File: config.mk
export PLATFORM = sky130hd
export DESIGN_NAME = triroc_clk_en_gen
export DESIGN_NICKNAME = d
export VERILOG_FILES = /design/src/rtl/triroc_clk_en_gen.sv
export SDC_FILE = /design/constraint.sdc
export NUM_CORES = 1
export LEC_CHECK = 0
export BUFFER_PORTS_ARGS = -buffer_cell sky130_fd_sc_hd__buf_2
export CAP_MARGIN = 30
export CORE_ASPECT_RATIO = 1.25
export CORE_MARGIN = 2
export CORE_UTILIZATION = 51
export CTS_CLUSTER_SIZE = 20
export DETAILED_ROUTE_END_ITERATION = 8
export HOLD_SLACK_MARGIN = 0.06
export PLACE_DENSITY = 0.68
export RECOVER_POWER = 25
export REMOVE_ABC_BUFFERS = 1
export SLEW_MARGIN = 20
export SYNTH_ARGS = -nofsm -noshare
export SYNTH_HDL_FRONTEND = slang
export SYNTH_SLANG_ARGS = --single-unit
File: constraint.sdc
create_clock -name sys_clk -period 5.65 [get_ports sys_clk]
set_input_delay 1.695 -clock sys_clk [delete_from_list [all_inputs] [get_ports sys_clk]]
set_output_delay 1.695 -clock sys_clk [all_outputs]
set_load 0.01 [all_outputs]
File: src/rtl/triroc_clk_en_gen.sv
`timescale 1ns/1ps
`default_nettype none
// ============================================================================
// Module : triroc_clk_en_gen
// Lock-supervised clock-enable / divided-clock generator with a common epoch.
// Rev    : 1.0
// ============================================================================
module triroc_clk_en_gen #(
  parameter int                        NUM_CH             = 3,
  parameter int                        DIV_W              = 16,
  parameter logic [NUM_CH*DIV_W-1:0]   DIV_LIST           = {16'd32, 16'd8, 16'd4},
  parameter int                        LOCK_STABLE_CYCLES = 1024,
  parameter int                        LCC_W              = 8
) (
  input  logic              sys_clk,
  input  logic              sys_reset,
  input  logic              locked_in,
  input  logic              realign,
  output logic              sync_reset,
  output logic [NUM_CH-1:0] clk_en,
  output logic [NUM_CH-1:0] clk_div,
  output logic              epoch,
  output logic [LCC_W-1:0]  lock_loss_cnt
);

  localparam int c_stab_w = (LOCK_STABLE_CYCLES > 1) ? $clog2(LOCK_STABLE_CYCLES) : 1;

  typedef enum logic [1:0] {
    ST_WAIT_LOCK = 2'd0,
    ST_STABLE    = 2'd1,
    ST_RUN       = 2'd2
  } state_t;

  state_t                       r_state;
  logic [1:0]                   r_lock_sync;
  logic [c_stab_w-1:0]          r_stab_cnt;
  logic [NUM_CH-1:0][DIV_W-1:0] r_cnt;
  logic [NUM_CH-1:0][DIV_W-1:0] w_cnt_nxt;
  logic [NUM_CH-1:0]            w_en_nxt;
  logic [NUM_CH-1:0]            w_div_nxt;
  logic [NUM_CH-1:0]            w_phase0;
  logic                         w_locked_s;
  logic                         w_epoch_nxt;

  assign w_locked_s  = r_lock_sync[1];
  assign w_epoch_nxt = &w_phase0;

  if ((NUM_CH < 1) || (NUM_CH > 8)) begin : g_bad_num_ch
    $error("triroc_clk_en_gen: NUM_CH must be in 1..8");
  end
  if (LOCK_STABLE_CYCLES < 1) begin : g_bad_stable
    $error("triroc_clk_en_gen: LOCK_STABLE_CYCLES must be >= 1");
  end

  genvar i;
  generate
    for (i = 0; i < NUM_CH; i++) begin : g_ch
      localparam logic [DIV_W-1:0] c_div = DIV_LIST[i*DIV_W +: DIV_W];
      if (c_div < 2) begin : g_bad_div
        $error("triroc_clk_en_gen: divide ratio of channel %0d must be >= 2", i);
      end
      // Outputs are precomputed from the next phase so they stay registered.
      assign w_cnt_nxt[i] = (realign || (r_cnt[i] == c_div - 1'b1)) ? '0 : r_cnt[i] + 1'b1;
      assign w_en_nxt[i]  = (w_cnt_nxt[i] == c_div - 1'b1);
      assign w_div_nxt[i] = (w_cnt_nxt[i] < (c_div >> 1));
      assign w_phase0[i]  = (w_cnt_nxt[i] == '0);
    end
  endgenerate

  always_ff @(posedge sys_clk or posedge sys_reset) begin
    if (sys_reset) begin
      r_state       <= ST_WAIT_LOCK;
      r_lock_sync   <= 2'b00;
      r_stab_cnt    <= '0;
      r_cnt         <= '0;
      sync_reset    <= 1'b1;
      clk_en        <= '0;
      clk_div       <= '0;
      epoch         <= 1'b0;
      lock_loss_cnt <= '0;
    end else begin
      r_lock_sync <= {r_lock_sync[0], locked_in};
      case (r_state)
        ST_WAIT_LOCK: begin
          if (w_locked_s) begin
            r_state    <= ST_STABLE;
            r_stab_cnt <= '0;
          end
        end
        ST_STABLE: begin
          if (!w_locked_s) begin
            r_state <= ST_WAIT_LOCK;
          end else if (r_stab_cnt == c_stab_w'(LOCK_STABLE_CYCLES - 1)) begin
            // First RUN cycle is phase 0 on every channel.
            r_state    <= ST_RUN;
            sync_reset <= 1'b0;
            r_cnt      <= '0;
            clk_en     <= '0;
            clk_div    <= '1;
            epoch      <= 1'b1;
          end else begin
            r_stab_cnt <= r_stab_cnt + 1'b1;
          end
        end
        ST_RUN: begin
          if (!w_locked_s) begin
            r_state    <= ST_WAIT_LOCK;
            sync_reset <= 1'b1;
            r_cnt      <= '0;
            clk_en     <= '0;
            clk_div    <= '0;
            epoch      <= 1'b0;
            if (lock_loss_cnt != '1) begin
              lock_loss_cnt <= lock_loss_cnt + 1'b1;
            end
          end else begin
            r_cnt   <= w_cnt_nxt;
            clk_en  <= w_en_nxt;
            clk_div <= w_div_nxt;
            epoch   <= w_epoch_nxt;
          end
        end
        default: begin
          r_state <= ST_WAIT_LOCK;
        end
      endcase
    end
  end

endmodule
`default_nettype wire

==> flow_metrics.py <==
metrics = {
    "run_status": {
        "status": "completed",
    },
    "timing": {
        "fmax_ghz": 0.340,
        "rsz0062_at_grt": "no",
        "setup-tns-final_ns": 0,
        "tightest_slew_ns": 1.16,
        "period_minus_slack_ns": 2.94,
        "fin_crit_sh_pct": 52.0,
        "maxSlewViolCount": 0,
        "hold_viol": 0,
        "relSlewSlack_pct": 21.9,
        "hold_slack_ns": 0.347,
        "clock_skew_ns": 0.00776,
        "finalSetupViolations": 0,
    },
    "clock_tree": {
        "cts_tree": "done",
        "clock_path_buffers": 2,
        "postCtsSetupRepairBufs": 0,
        "cts-resized-gates": 0,
        "cts_hold_buf": 0,
        "htree_levels": 3,
        "clkTransAtPathRegs_ns": 0.06,
        "clock_latency_ns": 0.34,
        "cts.sinks": 78,
        "cts_root_buffer": "clkbuf_16",
        "cts_made_buffers": 9,
    },
    "worst_setup_path": {
        "arrival_ns": 3.18,
        "path_class": "primary input to register",
        "cp.required_ns": 5.89,
        "critPathMaxFanout": 5,
        "critPathLaunchType": "primary input",
        "end_kind": "register",
    },
    "detailed_routing": {
        "drc": 0,
        "vias": 4014,
        "drt-pass1-iter-count": 4,
        "drt-total-wl_um": 10300,
        "detail-route-antenna-nets": 0,
        "drtIter0Drc": 220,
        "viasPerCell": 5.91,
        "wl_per_cell_um": 15.1,
    },
    "placement": {
        "hpwl_um": 6840,
        "dp.cells": 663,
        "gp_congestion": 0.865,
        "place_area_um2": 4850,
        "port_buffers": 19,
    },
    "floorplanning": {
        "placementRows": 39,
        "core_area_um2": 9130,
        "die_y_um": 112,
        "die_width_um": 90.6,
        "initial_core_util_pct": 52.3,
        "die-area_um2": 10200,
        "io_pins": 20,
    },
    "logic_synthesis": {
        "synth_seq_area_share_pct": 40.9,
        "synth_async_sr_flop_share_pct": 100,
        "ys_types": 66,
        "synth_flop_cell": "dfrtp_1",
        "syn_area_um2": 4780,
        "synthCells": 555,
        "yosysTopAreaCellShare_pct": 40.3,
        "ys.warnings.count": 0,
        "ys_seq_elements": 78,
        "yosysTopAreaCell": "dfrtp_1",
        "synth_edf_count": 0,
        "synth_area_per_cell_um2": 8.61,
        "synthTopCellsByArea": "dfrtp_1 40%, o21ai_0 7.6%, nand2_1 4.6%",
    },
    "pwr": {
        "p_seq_share_pct": 47.6,
        "combinationalPowerShare_pct": 2.2,
        "p_switching_mw": 0.263,
        "p_leak_nw": 2.14,
        "p_clk_share_pct": 50.2,
        "vdd_drop_max_mv": 0.160,
        "p_int_mw": 0.927,
        "power_density_nw_per_um2": 231,
        "switching_share_pct": 22.1,
    },
    "global_route": {
        "first_global_vias": 3754,
        "grt_use_total_pct": 21.3,
        "grt_pass1_wl_um": 17900,
        "grt_remaining_overflow": 0,
        "antenna_found_initial": 0,
        "grt_max_degree": 53,
    },
    "finish": {
        "drive_gt1_share_pct": 10.8,
        "n_antenna_cell": 0,
        "areaGrowthSynthToFinish_pct": 7.96,
        "utilization_pct": 56.5,
        "final_area_um2": 5160,
        "num-nets-final": 560,
        "instances_no_fill": 679,
    },
    "worst_hold_path": {
        "hold_path_class": "register to register",
    },
    "job": {
        "cap_violations": 0,
    },
}
sequential cells by signal (all words and copies together), names as in the netlist:
| name | cells |
|---|---|
| epoch | 1 |
| clk_en | 3 |
| lock_loss_cnt | 8 |
| r_cnt | 48 |
| clk_div | 3 |
| r_state | 2 |
| r_stab_cnt | 10 |
| sync_reset | 1 |
| r_lock_sync | 2 |
path summary, 6_finish.rpt:
check                               start              to  slack (ns)  cells past startpoint
max reg2reg                     r_cnt[32]           epoch        2.88                      7
max                               realign           epoch        2.71                      6
max in group asynchronous       sys_reset       r_cnt[10]        2.88                      3
min                        r_lock_sync[0]  r_lock_sync[1]        0.35                      0
min reg2reg                r_lock_sync[0]  r_lock_sync[1]        0.35                      0
min in group asynchronous       sys_reset   r_stab_cnt[4]        1.58                      2
power by group through the flow:
stage / Combinational (mW) / Sequential, mW / Clock (mW)
floorplan: 0.0191 / 0.576 / 0
global placement: 0.0266 / 0.576 / 0
global route: 0.0313 / 0.566 / 0.635
CTS: 0.0276 / 0.566 / 0.610
detailed placement: 0.0275 / 0.577 / 0
finish: 0.0262 / 0.566 / 0.597
cell type report:
class / count / area, um^2
Timing Repair Buffer: 21 / 110
Inverter: 11 / 42.5
Clock buffer: 10 / 239
Sequential cell: 78 / 1950
Tap cell: 123 / 154
Fill cell: 834 / 3970
Multi-Input combinational cell: 430 / 2590
Clock inverter: 6 / 68.8
per-layer routing:
metal  part of all wire [%]  track usage (%)
met1                     47             28.2
met2                     49             35.2
met3                    2.5             2.75
met4                    1.9             9.23
met5                      0                0
through the flow:
stage | total power, mW | worst slack [ns]
after detailed placement | 0.604 | 2.37
after global routing | 1.23 | 2.57
after floorplan | 0.595 | 1.96
after global placement | 0.603 | 2.44
final | 1.19 | 2.71
after CTS | 1.20 | 2.72
cells in the mapped netlist, types with 6 or more instances:
cell and count:
dfrtp_1 77, o21ai_0 73, nand2_1 58, nor2_1 57
nand3_1 32, clkbuf_1 23, xnor2_1 22, nand4_1 19
o31ai_1 18, xor2_1 17, nor3_1 16, and3_1 14
inv_1 11, a21oi_1 8, and2_1 8, a31oi_1 7
buf_2 6
logic make-up (layout without fill, tap and decap cells):
kind of cell             after synthesis  count (layout)  synth area share (%)
AO/OA/AOI/OAI                        133             133                  17.8
XOR/XNOR                              39              39                  7.15
adder cells (fa/ha/maj)                5               5                  1.31
buffers and inverters                 47              48                  4.95
flip-flops                            78              78                  40.9
multiplexers                           5               5                  1.10
AND/OR/NAND/NOR                      248             248                  26.8
critical path: stages:
cell and delay, ns:
buf_2 0.14, inv_1 0.13, and2_2 0.20, a21boi_0 0.12, or4_1 0.56, o41ai_2 0.32
cells in the final DEF (no fill, tap or decap), drive strengths merged, types with 11 or more instances in the layout:
cell    n
nand3  32
xnor2  22
nor2   57
o31ai  18
and3   16
nand2  58
and2   11
dfrtp  77
inv    12
o21ai  73
nor3   16
nand4  19
xor2   17
buf    21
Power figures use the tool's default switching activity.
